==> src/rtl/lpf_decim_sat.sv <==
// lpf_decim_sat: decimates the FIR output, rounds/shifts, saturates and buffers it behind a ready/valid port.
// Define LPF_DECIM_SAT_CNT_EN to build the saturation event counter on SatCnt; otherwise SatCnt is tied to 0.
module lpf_decim_sat #(
    parameter int DW    = 16,
    parameter int OW    = 8,
    parameter int SHIFT = 4,
    parameter int DECW  = 4,
    parameter int FD    = 4
) (
    input  logic            Clk,
    input  logic            Rst,
    input  logic            Clear,
    input  logic [DECW-1:0] DecRatio,
    input  logic [DW-1:0]   DataIn,
    input  logic            DataInVld,
    output logic [OW-1:0]   DataOut,
    output logic            DataOutVld,
    input  logic            DataOutRdy,
    output logic            Ovf,
    output logic [15:0]     SatCnt
);
    localparam int AW     = (FD > 1) ? $clog2(FD) : 1;
    localparam int CW     = AW + 1;
    localparam int RND_SH = (SHIFT > 0) ? SHIFT - 1 : 0;
    localparam logic signed [DW:0] RND     = (SHIFT > 0) ? ((DW+1)'(1) << RND_SH) : '0;
    localparam logic signed [DW:0] SAT_MAX = (DW+1)'((64'd1 << (OW - 1)) - 64'd1);
    localparam logic signed [DW:0] SAT_MIN = ~SAT_MAX;

    // ---------------- decimation ----------------
    logic [DECW-1:0] phase_reg;
    logic [DECW-1:0] ratio_reg;
    logic [DECW-1:0] ratio_eff;
    logic            keep;

    assign ratio_eff = (DecRatio == '0) ? DECW'(1) : DecRatio;
    assign keep      = DataInVld && (phase_reg == '0);

    // The ratio is sampled only at a group boundary so a mid-group change never shortens a group.
    always_ff @(posedge Clk or posedge Rst) begin
        if (Rst) begin
            phase_reg <= '0;
            ratio_reg <= DECW'(1);
        end else if (Clear) begin
            phase_reg <= '0;
            ratio_reg <= DECW'(1);
        end else if (DataInVld) begin
            if (phase_reg == '0) begin
                ratio_reg <= ratio_eff;
                phase_reg <= (ratio_eff == DECW'(1)) ? '0 : DECW'(1);
            end else if (phase_reg == ratio_reg - DECW'(1)) begin
                phase_reg <= '0;
            end else begin
                phase_reg <= phase_reg + DECW'(1);
            end
        end
    end

    // ---------------- stage 1: round and shift ----------------
    logic signed [DW:0] din_ext;
    logic signed [DW:0] rnd_sum;
    logic signed [DW:0] s1_reg;
    logic               s1_vld_reg;

    assign din_ext = {DataIn[DW-1], DataIn};
    assign rnd_sum = din_ext + RND;

    // ---------------- stage 2: saturate ----------------
    logic          s1_hi;
    logic          s1_lo;
    logic [OW-1:0] sat_val;
    logic [OW-1:0] s2_reg;
    logic          s2_vld_reg;

    assign s1_hi = (s1_reg > SAT_MAX);
    assign s1_lo = (s1_reg < SAT_MIN);

    always_comb begin
        sat_val = s1_reg[OW-1:0];
        if (s1_hi) begin
            sat_val = SAT_MAX[OW-1:0];
        end else if (s1_lo) begin
            sat_val = SAT_MIN[OW-1:0];
        end
    end

    always_ff @(posedge Clk or posedge Rst) begin
        if (Rst) begin
            s1_reg     <= '0;
            s1_vld_reg <= 1'b0;
            s2_reg     <= '0;
            s2_vld_reg <= 1'b0;
        end else begin
            s1_reg <= rnd_sum >>> SHIFT;
            s2_reg <= sat_val;
            if (Clear) begin
                s1_vld_reg <= 1'b0;
                s2_vld_reg <= 1'b0;
            end else begin
                s1_vld_reg <= keep;
                s2_vld_reg <= s1_vld_reg;
            end
        end
    end

    // ---------------- output FIFO (show-ahead, registered head) ----------------
    logic [FD-1:0][OW-1:0] mem;
    logic [AW-1:0]         wr_ptr_reg;
    logic [AW-1:0]         rd_ptr_reg;
    logic [AW-1:0]         rd_ptr_next;
    logic [CW-1:0]         count_reg;
    logic [CW-1:0]         remain;
    logic [CW-1:0]         count_next;
    logic [OW-1:0]         dout_reg;
    logic                  out_vld_reg;
    logic                  ovf_reg;
    logic                  pop;
    logic                  full;
    logic                  push;
    logic                  drop;
    logic [OW-1:0]         head_next;

    assign pop         = out_vld_reg && DataOutRdy;
    assign full        = (count_reg == CW'(FD));
    assign push        = s2_vld_reg && (!full || pop);
    assign drop        = s2_vld_reg && full && !pop;
    assign remain      = count_reg - CW'(pop);
    assign count_next  = remain + CW'(push);
    assign rd_ptr_next = rd_ptr_reg + AW'(pop);

    genvar gi;
    generate
        for (gi = 0; gi < FD; gi++) begin : g_slot
            logic [OW-1:0] slot_reg;
            always_ff @(posedge Clk) begin
                if (push && (wr_ptr_reg == AW'(gi))) begin
                    slot_reg <= s2_reg;
                end
            end
            assign mem[gi] = slot_reg;
        end
    endgenerate

    // When nothing else is stored, the incoming sample bypasses straight to the head for 3-cycle latency.
    always_comb begin
        head_next = dout_reg;
        if (remain != '0) begin
            head_next = mem[rd_ptr_next];
        end else if (push) begin
            head_next = s2_reg;
        end
    end

    always_ff @(posedge Clk or posedge Rst) begin
        if (Rst) begin
            wr_ptr_reg  <= '0;
            rd_ptr_reg  <= '0;
            count_reg   <= '0;
            dout_reg    <= '0;
            out_vld_reg <= 1'b0;
            ovf_reg     <= 1'b0;
        end else if (Clear) begin
            wr_ptr_reg  <= '0;
            rd_ptr_reg  <= '0;
            count_reg   <= '0;
            dout_reg    <= '0;
            out_vld_reg <= 1'b0;
            ovf_reg     <= 1'b0;
        end else begin
            wr_ptr_reg  <= wr_ptr_reg + AW'(push);
            rd_ptr_reg  <= rd_ptr_next;
            count_reg   <= count_next;
            dout_reg    <= head_next;
            out_vld_reg <= (count_next != '0);
            if (drop) begin
                ovf_reg <= 1'b1;
            end
        end
    end

    assign DataOut    = dout_reg;
    assign DataOutVld = out_vld_reg;
    assign Ovf        = ovf_reg;

    // ---------------- saturation counter ----------------
`ifdef LPF_DECIM_SAT_CNT_EN
    logic        s2_sat_reg;
    logic [15:0] sat_cnt_reg;

    // Counted at stage 2 so samples later dropped by a full FIFO are still included.
    always_ff @(posedge Clk or posedge Rst) begin
        if (Rst) begin
            s2_sat_reg  <= 1'b0;
            sat_cnt_reg <= '0;
        end else begin
            s2_sat_reg <= s1_hi || s1_lo;
            if (s2_vld_reg && s2_sat_reg && (sat_cnt_reg != 16'hFFFF)) begin
                sat_cnt_reg <= sat_cnt_reg + 16'd1;
            end
        end
    end

    assign SatCnt = sat_cnt_reg;
`else
    assign SatCnt = '0;
`endif

endmodule

==> config.mk <==
export PLATFORM = sky130hd
export DESIGN_NAME = lpf_decim_sat
export DESIGN_NICKNAME = d
export VERILOG_FILES = /design/src/rtl/lpf_decim_sat.sv
export SDC_FILE = /design/constraint.sdc
export NUM_CORES = 1
export LEC_CHECK = 0
export CAP_MARGIN = 30
export CORE_MARGIN = 4
export CORE_UTILIZATION = 30
export CTS_CLUSTER_SIZE = 12
export DETAILED_ROUTE_END_ITERATION = 7
export GPL_TIMING_DRIVEN = 0
export PLACE_DENSITY_LB_ADDON = 0.2
export SYNTH_ARGS = -nofsm -noshare
export SYNTH_HDL_FRONTEND = slang
export SYNTH_SLANG_ARGS = --single-unit
==> constraint.sdc <==
create_clock -name Clk -period 4.45 [get_ports Clk]
set_input_delay 0.89 -clock Clk [delete_from_list [all_inputs] [get_ports Clk]]
set_output_delay 0.89 -clock Clk [all_outputs]
set_load 0.1 [all_outputs]
==> results.md <==
* Seq pwr share at 35.2%
* Core region area at 12,000 µm²
* Flip-flop count of the largest register after layout at 32
* Setup tns final at 0 ns
* Endpoint of the lowest-slack register-to-register path: g_slot[0].slot_reg[1]
* Cell Count Post-Placement at 463
* Worst-path maximum fanout at 3
* Synth Warn # at 0
* Number of vias after detailed routing at 2,094
* Flop and latch count out of synthesis at 80
* Max-slew headroom at 35.3%
* Net count reported at finish at 362
* Vias per cell at 4.37
* Global-route wire length before repair at 10,900 µm
* Drt first-iter violations at 90
* CTS sink cnt at 80
* Power Internal at 0.00162 W
* Hold Path Class: flip-flop to flip-flop
* Top delay family on crit path: buffers and inverters
* Routability-driven placement congestion ratio at 0.714
* Largest area contributor in the netlist: sky130_fd_sc_hd__dfrtp_1
* Overall track demand over capacity in global routing at 9.82%
* Detail-routed net length per standard cell at 13.6 µm
* Fillcell total at 1,166
* Initial antenna violation count at 0
* FFs w/ async S/R, synth at 60.0%
* Final HPWL from detailed placement at 4710 µm
* Startpoint-to-endpoint class of the critical path: flip-flop to output pin
* Cell area reported after detailed placement at 4240 µm²
* Leak pwr at 1.90 nW
* Share of the clock period used by the worst path at 61.4%
* Final critical path time including I/O delays and setup at 2.73 ns
* Mapped Area at 3670 µm²
* Slowest stage cell, crit path: sky130_fd_sc_hd__clkdlybuf4s50_1
* Most used flip-flop cell after synthesis: sky130_fd_sc_hd__dfrtp_1
* Pre-Repair DR Iteration Count at 4
* CTS root buf: sky130_fd_sc_hd__clkbuf_16
* RSZ-0062 raised after global routing: false
* Post CTS Setup Buffer Count at 0
* Number of buffers between clock root and the deepest sink at 2
* Register cell area after layout at 2160 µm²
* Reported max-cap violation count at 0
* Post-layout util at 38.0%
* Count of buffer and inverter cells on the critical path at 1
* Footprint of the multi-input gates at 1330 µm²
* Number of ports placed on the die boundary at 51
* P_sw at 0.000891 W
* Fraction of power spent switching nets at 35.5%
* Maximum number of pins on one net before global-route repair at 28
* Diodes inserted at 0
* Launch instance of the worst register-to-register path: DataOutVld
* Launching element type of the critical path: flip-flop
* Final wirelength at 6530 µm
* Number of distinct library cells after synthesis at 46
* Cell Count, Final, Fillers Out at 479
* Proportion of layout cells with a drive suffix above 1 at 19.9%
* Total non-filler cell area in the finished layout at 4570 µm²
* Reg clk slew, reported paths at 0.06 ns
* Die Wd at 119 µm
* Worst Clk Skew at 0.00905 ns
* Synthesized area per cell at 13.6 µm²
* Worst path arrival time at 1.84 ns
* Area of the die at 14,100 µm²
* Number of instances on the worst hold path at 1
* CP endpoint kind: output pin
* Growth of design area from synthesis to finish at 24.5%
* Slew of the pin with the lowest slew margin at 0.968 ns
* Max Fclk at 366 MHz
* Hold Crit Endpoint: s2_reg[3]
* Max stage delay on crit path at 1.14 ns
* TritonCTS clock tree: built
* Vias in the first global route at 2,170
* Power density cells at 550 nW/µm²
* Run status: finished clean
* Overall overflow remaining after global route at 0
* Clock power frac at 31.5%
* Post-synthesis sequential area ratio at 59.0%
* Clock network latency to the later pin of the worst-skew pair at 0.33 ns
* Count of instances resized after the clock tree is built at 0
* EDFF count, synth at 32
* Data required time of the critical path at 3.56 ns
* Starting density of the core at 30.5%
* Syn Inst Count at 270
* Fraction of synthesized cell area taken by the top area cell type at 32.1%
* Logic pwr share at 33.3%
* Final setup viols at 0
* H-tree Lvls at 3
* Worst R2R Path Depth at 5
* HP Start: s1_reg[3]
* Final hold violations at 0
* Remaining DRCs at 0
* Cell types with the largest area share after synthesis: sky130_fd_sc_hd__dfrtp_1 32%, sky130_fd_sc_hd__edfxtp_1 26%, sky130_fd_sc_hd__mux4_2 3.7%, sky130_fd_sc_hd__ha_1 3.4%, sky130_fd_sc_hd__buf_4 3.3%
* Number of CTS-inserted buffers at 9
* Port-buffer cells at 29
* Worst-case vdd ir drop at 162 µV
* Minimum setup slack among reg-to-reg paths at 2.41 ns
* Cts hold-fix bufs at 0
* Total number of placement rows at 40
* Remaining antenna violation count after routing at 0
* Ordered cell list for the critical path: clkdlybuf4s50_1
* Total count of max-transition violations in the final report at 0
* Final Hold Slack at 0.468 ns
* Die height at 119 µm
## cell usage in the layout (no fill, tap or decap), types with 3 or more instances in the layout
cell type / instances
sky130_fd_sc_hd__nor3b_2: 3
sky130_fd_sc_hd__a211oi_2: 9
sky130_fd_sc_hd__buf_6: 3
sky130_fd_sc_hd__clkdlybuf4s50_1: 29
sky130_fd_sc_hd__o21ai_1: 3
sky130_fd_sc_hd__clkbuf_1: 4
sky130_fd_sc_hd__clkbuf_16: 10
sky130_fd_sc_hd__buf_4: 17
sky130_fd_sc_hd__inv_1: 12
sky130_fd_sc_hd__ha_1: 10
sky130_fd_sc_hd__nand3_1: 11
sky130_fd_sc_hd__a21oi_1: 6
sky130_fd_sc_hd__mux4_2: 6
sky130_fd_sc_hd__conb_1: 16
sky130_fd_sc_hd__o211ai_1: 3
sky130_fd_sc_hd__edfxtp_1: 32
sky130_fd_sc_hd__nor3_1: 6
sky130_fd_sc_hd__dfrtp_1: 47
sky130_fd_sc_hd__o21a_1: 7
sky130_fd_sc_hd__mux2i_1: 8
sky130_fd_sc_hd__nand2_1: 12
sky130_fd_sc_hd__nor2b_1: 6
sky130_fd_sc_hd__xor2_1: 6
sky130_fd_sc_hd__nor2_1: 20
sky130_fd_sc_hd__xnor2_1: 12
## stage by stage
| step | setup slack (ns) | power (W) |
|---|---|---|
| global placement | 0.885 | 0.00173 |
| global route | 1.58 | 0.00263 |
| finish | 1.72 | 0.00251 |
| CTS | 1.62 | 0.00255 |
| detailed placement | 1.29 | 0.00175 |
| floorplan | 1.85 | 0.00156 |
## kinds of logic after synthesis
| family | after synthesis | share of synthesized area, % |
|---|---|---|
| DFF | 80 | 59.0 |
| and+or+nand+nor | 69 | 9.55 |
| buffers and inverters | 39 | 6.72 |
| AOI/OAI and AO/OA | 34 | 7.84 |
| xor gates and xnor gates | 21 | 6.11 |
| muxes | 16 | 7.30 |
| adders and majority gates | 10 | 3.41 |
| other | 1 | 0.102 |
## metal layers
metal | GRT usage (%) | share of wire, %
met1 | 12.7 | 47
met2 | 16.0 | 48
met3 | 2.01 | 3.5
met4 | 4.34 | 1.6
met5 | 0 | 0
## worst max path at each step
| stage | cells past startpoint | start | to |
|---|---|---|---|
| global route | 6 | DataOutRdy | g_slot[0].slot_reg[3] |
| floorplan | 4 | DataOutVld | g_slot[1].slot_reg[0] |
| CTS | 6 | DataOutRdy | g_slot[0].slot_reg[3] |
| finish | 1 | DataOutVld | DataOutVld |
| global placement | 5 | DataOutRdy | g_slot[2].slot_reg[5] |
| detailed placement | 6 | DataOutRdy | g_slot[0].slot_reg[5] |
## cell usage after synthesis (2+ instances only)
cell type / n
sky130_fd_sc_hd__mux4_1: 2
sky130_fd_sc_hd__nand2_1: 12
sky130_fd_sc_hd__xor2_1: 6
sky130_fd_sc_hd__nor2_1: 20
sky130_fd_sc_hd__dfrtp_1: 47
sky130_fd_sc_hd__o21ai_1: 3
sky130_fd_sc_hd__nor3b_1: 3
sky130_fd_sc_hd__o211ai_1: 3
sky130_fd_sc_hd__nor3_1: 6
sky130_fd_sc_hd__xnor2_1: 12
sky130_fd_sc_hd__edfxtp_1: 32
sky130_fd_sc_hd__mux2i_1: 8
sky130_fd_sc_hd__o21a_1: 7
sky130_fd_sc_hd__mux4_2: 6
sky130_fd_sc_hd__nor2b_1: 6
sky130_fd_sc_hd__buf_4: 16
sky130_fd_sc_hd__a211oi_2: 9
sky130_fd_sc_hd__nand3_1: 11
sky130_fd_sc_hd__inv_1: 13
sky130_fd_sc_hd__and3_1: 2
sky130_fd_sc_hd__clkbuf_1: 4
sky130_fd_sc_hd__ha_1: 10
sky130_fd_sc_hd__buf_6: 3
sky130_fd_sc_hd__a21oi_1: 6
sky130_fd_sc_hd__nand4_1: 2
## power groups by stage
stage	sequential [W]	combinational, W	clock, W
global route	0.000891	0.000890	0.000845
global placement	0.000897	0.000838	0
detailed placement	0.000899	0.000850	0
CTS	0.000884	0.000851	0.000813
floorplan	0.00111	0.000455	0
finish	0.000882	0.000837	0.000791
## layout make-up
type	instances	area share [%]
flip-flops and latches	80	47.4
multi-input cells	166	29.0
repair buffers	31	6.96
clock buffers	10	5.48
plain buffers	25	4.25
well taps	147	4.03
clock inverters	6	1.73
inverters	14	1.15
Power figures use the tool's default switching activity.
